===== src/rtl/pipe_stage_reg.sv =====
// ----------------------------------------------------------------------------
// PipeStageReg : generic pipeline-stage register for the MiniMotorway RV32 core
//
// Holds one entry (SKID=0) or up to two entries (SKID=1) between two pipeline
// stages, with a valid/ready handshake on both sides. The payload is split in
// two parts. The control part reads as CTRL_BUBBLE, a no-op, whenever the
// stage has no valid entry. The data part keeps its last loaded value and is
// cleared only by reset.
//
// Ports:
//   i_clk    rising-edge clock
//   i_reset  synchronous, active-high reset
//   i_valid  upstream entry valid
//   o_ready  stage can accept an entry this cycle
//   i_ctrl   upstream control payload   [CTRL_W]
//   i_data   upstream data payload      [DATA_W]
//   i_flush  synchronous kill of all held entries (branch/jump redirect)
//   o_valid  downstream entry valid
//   i_ready  downstream accepts the entry this cycle
//   o_ctrl   control to next stage      [CTRL_W]
//   o_data   data to next stage         [DATA_W]
//   o_count  number of entries held (0..2)
// ----------------------------------------------------------------------------
module pipe_stage_reg #(
    parameter int                 CTRL_W      = 16,
    parameter int                 DATA_W      = 165,
    parameter logic [CTRL_W-1:0]  CTRL_BUBBLE = 16'h0002,
    parameter bit                 SKID        = 1'b1
) (
    input  logic              i_clk,
    input  logic              i_reset,
    input  logic              i_valid,
    output logic              o_ready,
    input  logic [CTRL_W-1:0] i_ctrl,
    input  logic [DATA_W-1:0] i_data,
    input  logic              i_flush,
    output logic              o_valid,
    input  logic              i_ready,
    output logic [CTRL_W-1:0] o_ctrl,
    output logic [DATA_W-1:0] o_data,
    output logic [1:0]        o_count
);

    // Main register: the entry currently presented downstream.
    logic              r_mainValid;
    logic [CTRL_W-1:0] r_mainCtrl;
    logic [DATA_W-1:0] r_mainData;

    // Skid register: catches the entry accepted while the main register
    // stalls, so that the upstream ready can come from a flop.
    logic              r_skidValid;
    logic [CTRL_W-1:0] r_skidCtrl;
    logic [DATA_W-1:0] r_skidData;

    logic              r_ready;
    logic [1:0]        r_count;

    logic              w_accept;
    logic              w_issue;

    logic              w_mainValidNext;
    logic [CTRL_W-1:0] w_mainCtrlNext;
    logic [DATA_W-1:0] w_mainDataNext;
    logic              w_skidValidNext;
    logic [CTRL_W-1:0] w_skidCtrlNext;
    logic [DATA_W-1:0] w_skidDataNext;

    // With the skid buffer present, ready comes straight from a flop. Without
    // it, the single register can take a new entry whenever it is empty or
    // its current entry leaves this cycle.
    assign o_ready  = SKID ? r_ready : (i_ready | ~r_mainValid);

    assign w_accept = i_valid & o_ready;
    assign w_issue  = r_mainValid & i_ready;

    assign o_valid  = r_mainValid;
    assign o_ctrl   = r_mainValid ? r_mainCtrl : CTRL_BUBBLE;
    assign o_data   = r_mainData;
    assign o_count  = r_count;

    // Next-state logic for both entry slots. The main register always holds
    // the oldest entry, so draining the skid into main preserves FIFO order.
    // While the skid is full, o_ready is low and no new entry can arrive.
    // In the SKID=0 build, an accept implies the main register is empty or
    // issuing, so the skid path is never taken.
    always_comb begin
        w_mainValidNext = r_mainValid;
        w_mainCtrlNext  = r_mainCtrl;
        w_mainDataNext  = r_mainData;
        w_skidValidNext = r_skidValid;
        w_skidCtrlNext  = r_skidCtrl;
        w_skidDataNext  = r_skidData;

        if (i_flush) begin
            // Drop everything. Any issue this cycle has already been seen
            // downstream, and any offered input is discarded.
            w_mainValidNext = 1'b0;
            w_mainCtrlNext  = CTRL_BUBBLE;
            w_skidValidNext = 1'b0;
        end else if (r_skidValid) begin
            if (w_issue) begin
                w_mainValidNext = 1'b1;
                w_mainCtrlNext  = r_skidCtrl;
                w_mainDataNext  = r_skidData;
                w_skidValidNext = 1'b0;
            end
        end else if (w_accept && (!r_mainValid || w_issue)) begin
            w_mainValidNext = 1'b1;
            w_mainCtrlNext  = i_ctrl;
            w_mainDataNext  = i_data;
        end else if (w_accept) begin
            // Main is full and stalled, so park the new entry in the skid.
            w_skidValidNext = 1'b1;
            w_skidCtrlNext  = i_ctrl;
            w_skidDataNext  = i_data;
        end else if (w_issue) begin
            w_mainValidNext = 1'b0;
            w_mainCtrlNext  = CTRL_BUBBLE;
        end
    end

    // State registers. Reset wins over flush. Flush is folded into the next
    // state above. Ready and count are registered from the next state so
    // that neither adds a combinational path to the neighbouring stages.
    always_ff @(posedge i_clk) begin
        if (i_reset) begin
            r_mainValid <= 1'b0;
            r_mainCtrl  <= CTRL_BUBBLE;
            r_mainData  <= '0;
            r_skidValid <= 1'b0;
            r_skidCtrl  <= CTRL_BUBBLE;
            r_skidData  <= '0;
            r_ready     <= 1'b1;
            r_count     <= 2'd0;
        end else begin
            r_mainValid <= w_mainValidNext;
            r_mainCtrl  <= w_mainCtrlNext;
            r_mainData  <= w_mainDataNext;
            r_skidValid <= w_skidValidNext;
            r_skidCtrl  <= w_skidCtrlNext;
            r_skidData  <= w_skidDataNext;
            r_ready     <= ~w_skidValidNext;
            r_count     <= {1'b0, w_mainValidNext} + {1'b0, w_skidValidNext};
        end
    end

endmodule


===== config.mk =====
export PLATFORM = sky130hd
export DESIGN_NAME = pipe_stage_reg
export DESIGN_NICKNAME = d
export VERILOG_FILES = /design/src/rtl/pipe_stage_reg.sv
export SDC_FILE = /design/constraint.sdc
export NUM_CORES = 1
export LEC_CHECK = 0
export BUFFER_PORTS_ARGS = -buffer_cell sky130_fd_sc_hd__buf_2
export CORE_AREA = 2 2 260 262
export DETAILED_ROUTE_END_ITERATION = 16
export DIE_AREA = 0 0 262 264
export HOLD_SLACK_MARGIN = 0.05
export PLACE_DENSITY = 0.5
export SLEW_MARGIN = 40
export SYNTH_ARGS = -nofsm -noshare
export SYNTH_HDL_FRONTEND = slang
export SYNTH_SLANG_ARGS = --single-unit

===== constraint.sdc =====
create_clock -name i_clk -period 2 [get_ports i_clk]
set_input_delay 0.1 -clock i_clk [delete_from_list [all_inputs] [get_ports i_clk]]
set_output_delay 0.1 -clock i_clk [all_outputs]
set_load 0.005 [all_outputs]

# [Word-level counts from Yosys, hierarchy flattened]
# Index checks and enable logic that the tools add are counted.
[word_totals] input_bits=186 output_inout_bits=185 register_bits=367 elab_cells=46
[op_classes] mux=20 eq_ne=2 n_reduce_logical=9 bitwise_logic=6 n_addsub=1
[ops] cell="two-way mux 165 bit" count=3
[ops] cell="two-way mux 16 bit" count=6
[ops] cell="two-way mux 1 bit" count=11
[ops] cell="AND reduction 3 bit" count=2
[ops] cell="NOT 1 bit" count=4
[ops] cell="AND reduction 4 bit" count=1
[ops] cell="nonzero test 2 bit" count=2
[ops] cell="inequality test 3 x 2 -> 1 bit (second input constant)" count=1
[ops] cell="adder 1 x 1 -> 2 bit" count=1
[ops] cell="AND 1 bit" count=2
[ops] cell="inequality test 2 x 1 -> 1 bit (second input constant)" count=1
[ops] cell="OR reduction 2 bit" count=1
[ops] cell="logical AND 1 bit" count=1
[ops] cell="zero test 1 bit" count=1
[ops] cell="logical OR 1 bit" count=1

# [Longest topological paths before layout]
[depth] ltp_word=7 depth_mapped=8 mapped_depth_nobuf=5

# [Worst setup path after synthesis]
# No wires, ideal clock.
[synth_timing] path_kind="register -> register" from="register r_skidValid" to="register r_count[0], in the netlist o_count[0]" path_buffers=3 t_arrival_ns=1.490 setup_time_ns=0.127 synth_period_minus_slack_ns=1.617 path_stages_with_launch=8 setup_slack_ns=0.383 cell_sequence="dfxtp_1 > buf_4 > nand3b_1 > buf_2 > buf_1 > a21oi_1 > ha_1 > nor2b_1"
[synth_via] elab_chain_len=3
[synth_rtl] element="start: declaration" line="51" text="logic r_skidValid;"
[synth_rtl] element="start signal: assignment" line="139" text="r_skidValid <= w_skidValidNext;"
[synth_rtl] element="two-way mux 1 bit" line="100" text="end else if (r_skidValid) begin"
[synth_rtl] element="two-way mux 1 bit" line="94" text="if (i_flush) begin"
[synth_rtl] element="named net w_mainValidNext" line="61" text="logic w_mainValidNext;"
[synth_rtl] element="adder 1 x 1 -> 2 bit" line="143" text="r_count <= {1'b0, w_mainValidNext} + {1'b0, w_skidValidNext};"
[synth_rtl] element="end signal: assignment" line="143"
[synth_rtl] element="end: declaration" line="56" text="logic [1:0] r_count;"
# The timed path passes the listed nets, and every way through them passes these cells.
# A chain may end at the register's enable or synchronous reset.

# [Final worst setup path]
[layout_timing] from="register r_skidValid" to="register r_skidData[24]"
[layout_via] elab_chain_len=2
[layout_rtl] element="NOT 1 bit (no source line)"
[layout_rtl] element="AND reduction 4 bit (no source line)"
[layout_rtl] element="end signal: assignment" line="141" text="r_skidData <= w_skidDataNext;"
[layout_rtl] element="end: declaration" line="53" text="logic [DATA_W-1:0] r_skidData;"
# Every way passes these cells.

==> results.py <==
metrics = {
    "run_status": {
        "outcome": "completed",
    },
    "floorplan": {
        "core-area_um2": 66600,
        "rows": 95,
        "pin_count": 371,
        "design.die.area_um2": 69200,
        "die_width_um": 262,
        "effective_utilization_at_floorplan_pct": 24.7,
        "die_h_um": 264,
    },
    "layout": {
        "p_r_area_growth_vs_syn_pct": 36.9,
        "most_common_cell_after_layout_fill_and_taps_aside": "sky130_fd_sc_hd__buf_2",
        "drive_above_1_share_pct": 26.0,
        "final_cells": 3079,
        "ff_latch_area_um2": 7350,
        "multi_input_comb_area_um2": 8040,
        "post_route_cell_area_um2": 22500,
        "nets": 2349,
        "finalCoreUtilization_pct": 33.8,
        "fillers": 6779,
        "layout.cells.most_common_list": "sky130_fd_sc_hd__buf_2 (369), sky130_fd_sc_hd__dfxtp_1 (366), sky130_fd_sc_hd__nand3_1 (197)",
    },
    "logic_synthesis": {
        "synth-seq-area-share_pct": 44.7,
        "synthesized_netlist_cell_count": 1752,
        "post_synth_num_cell_types": 32,
        "postSynthRegisterBits": 367,
        "synth-warning-count": 0,
        "synth_fp_nets": 1939,
        "post_synthesis_mean_instance_area_um2": 9.39,
        "post_synth_instance_area_um2": 16500,
    },
    "timing": {
        "clock.fmax_ghz": 0.531,
        "worst_slew_pin_slew_ns": 0.723,
        "final-max-slew-violation-count": 0,
        "hold-worst-slack_ns": 0.333,
        "tns_ns": 0,
        "layout_worst_path_cycle_share_pct": 94.2,
        "report.final.hold_viol_count": 0,
        "final_min_period_ns": 1.88,
        "timing.max_slew.rel_slack_pct": 51.8,
        "setup_slack_ns": 0.115,
        "rsz0062_at_grt": "no",
        "clock-skew-final_ns": 0.0204,
        "setup_viol_count_final": 0,
    },
    "clocking": {
        "clock_transition_at_the_registers_of_the_reported_paths_ns": 0.06,
        "cts_buffers": 46,
        "clock-root-buffer": "sky130_fd_sc_hd__clkbuf_16",
        "cts_tree": "built",
        "clkLatencyLatePin_ns": 0.58,
        "cts-root-to-sink-buffers": 3,
        "cts-htree-levels": 2,
        "numClockSinks": 367,
    },
    "worst_hold_path": {
        "min_path_cells": 4,
        "hold_path_class": "input pin to register",
    },
    "drt": {
        "remaining_drc_errors": 0,
        "avgViaCountPerCell": 5.26,
        "dr_total_vias": 16200,
        "wl_per_cell_um": 20.8,
        "drtPass1Iterations": 5,
        "detail_route.iter0.violations": 1305,
        "antenna_violating_nets_post_route": 0,
        "detail_route.wirelength_um": 64100,
    },
    "global_routing": {
        "grtUsageMet2_pct": 28.7,
        "global_route_wire_length_before_repair_um": 97700,
        "grt_start_max_net_pins": 109,
        "grt.met1_usage_pct": 23.0,
        "most_congested_layer_reported_by_global_routing": "met2",
        "gr-usage-met3_pct": 3.95,
        "antenna_found_initial": 12,
        "grt_pass1_vias": 16400,
        "grt_use_total_pct": 17.7,
        "gr-total-overflow": 0,
    },
    "critical_path": {
        "worstSetupPathDepth": 4,
        "r2r_cells": 4,
        "endpoint_kind": "register",
        "worst-endpoint-arrival_ns": 2.39,
        "timing.critical_path.slowest_stage_cell": "sky130_fd_sc_hd__buf_4",
        "crit_family": "buffers and inverters",
        "worstSetupStartpointType": "register",
        "ordered_list_of_cells_on_the_worst_path": "nand3b_1 -> buf_4 -> o21ai_1 -> a21oi_1",
        "max_incr_delay_on_cp_ns": 0.60,
        "critical_path_class": "register to register",
        "crit_buf_inv": 1,
        "crit_fanout": 49,
        "timing.critical_path.required_ns": 2.50,
    },
    "power_and_ir_drop": {
        "cellLeakagePower_nw": 7.83,
        "power-per-cell-area_nw_per_um2": 828,
        "max_ir_drop_vdd_v": 0.000456,
        "post-layout-total-power_mw": 18.7,
    },
    "placed_design": {
        "postPlaceCellArea_um2": 19100,
        "post-dp-hpwl_um": 37800,
        "gp_congestion": 0.798,
        "placedCellCount": 2802,
        "preCtsSetupSlack_ns": 0.166,
        "io_buffers": 370,
    },
    "run": {
        "reported_max_cap_violation_count": 0,
    },
}
sequential cells by signal (all words and copies together), names as in the netlist:
| name | count |
|---|---|
| o_data | 165 |
| o_valid | 1 |
| r_skidValid | 1 |
| r_skidCtrl | 16 |
| o_ready | 1 |
| o_count | 2 |
| r_skidData | 165 |
| r_mainCtrl | 16 |
worst register-to-register path, stage by stage, from the launching register on:
cell and delay (ns):
sky130_fd_sc_hd__dfxtp_4 0.44, sky130_fd_sc_hd__nand3b_1 0.39, sky130_fd_sc_hd__buf_4 0.60, sky130_fd_sc_hd__o21ai_1 0.23
sky130_fd_sc_hd__a21oi_1 0.17
logic make-up (layout without fill, tap and decap cells):
logic type               Yosys count  in the layout  synth area share (%)
AO/OA/AOI/OAI                    712            712                  29.5
flip-flops                       367            367                  44.7
adder cells (fa/ha/maj)            1              1                0.0760
buffers and inverters            246            689                  6.72
multiplexers                     181            181                  11.1
other                              0             11                     0
AND/OR/NAND/NOR                  245            245                  7.89
routing by layer:
layer | vias up | routed length, um
met1 | 7974 | 28100
met3 | 113 | 4190
met5 | - | 21
met4 | 4 | 1940
li1 | 7578 | -
met2 | 539 | 29800
area by class of cell:
class	instances	area share (%)
flip-flops and latches	367	32.6
repair buffers	605	19.9
clock inverters	19	0.928
inverters	3	0.0722
multi-input cells	1139	35.7
diodes	11	0.122
clock buffers	62	5.83
well taps	873	4.85
Yosys cell counts:
library cell / count / share of area [%]
sky130_fd_sc_hd__a21o_1: 2 / 0.091
sky130_fd_sc_hd__a31o_2: 1 / 0.053
sky130_fd_sc_hd__a211oi_1: 116 / 5.3
sky130_fd_sc_hd__a41oi_1: 165 / 8.8
sky130_fd_sc_hd__nand2_1: 1 / 0.023
sky130_fd_sc_hd__nand2b_1: 3 / 0.11
sky130_fd_sc_hd__and2_1: 15 / 0.57
sky130_fd_sc_hd__ha_1: 1 / 0.076
sky130_fd_sc_hd__dfxtp_1: 367 / 45
sky130_fd_sc_hd__buf_4: 8 / 0.37
sky130_fd_sc_hd__and4_1: 1 / 0.053
sky130_fd_sc_hd__buf_1: 31 / 0.71
sky130_fd_sc_hd__a21oi_1: 196 / 6.0
sky130_fd_sc_hd__clkbuf_1: 103 / 2.4
sky130_fd_sc_hd__nand3_1: 197 / 6.0
sky130_fd_sc_hd__nor2b_1: 2 / 0.076
sky130_fd_sc_hd__buf_2: 97 / 3.0
sky130_fd_sc_hd__buf_6: 4 / 0.27
sky130_fd_sc_hd__mux2i_1: 166 / 10
sky130_fd_sc_hd__mux2_2: 15 / 1.0
sky130_fd_sc_hd__nand4_1: 16 / 0.61
sky130_fd_sc_hd__o21ai_1: 181 / 5.5
sky130_fd_sc_hd__a211oi_2: 50 / 3.8
sky130_fd_sc_hd__o21ai_0: 1 / 0.030
sky130_fd_sc_hd__and3b_1: 1 / 0.053
sky130_fd_sc_hd__or2_2: 2 / 0.076
sky130_fd_sc_hd__or3b_1: 1 / 0.053
sky130_fd_sc_hd__nor2_1: 1 / 0.023
sky130_fd_sc_hd__nand3b_1: 3 / 0.14
sky130_fd_sc_hd__nand4bb_1: 1 / 0.068
sky130_fd_sc_hd__nor3b_1: 1 / 0.046
sky130_fd_sc_hd__inv_1: 3 / 0.068
worst paths after layout:
check	startpoint	to	slack, ns
hold reg to reg	r_mainCtrl[6]	r_mainCtrl[6]	0.46
setup reg to reg	r_skidValid	r_skidData[24]	0.12
setup / recovery	r_skidValid	r_skidData[24]	0.12
hold / removal	i_data[72]	r_skidData[72]	0.33
report_power, final:
group	switching [mW]	internal (mW)	total (mW)
registers	0.156	7.60	7.76
clock network	3.43	5.00	8.43
logic	1.38	1.09	2.47
repair_timing:
action | CTS | global route
gates resized for setup | 0 | 1
setup buffers | 0 | 0
hold buffers | 185 | 0
setup endpoints to repair | 0 | 4
endpoints found under the hold margin | 364 | 0
(Power assumes the default switching activity.)
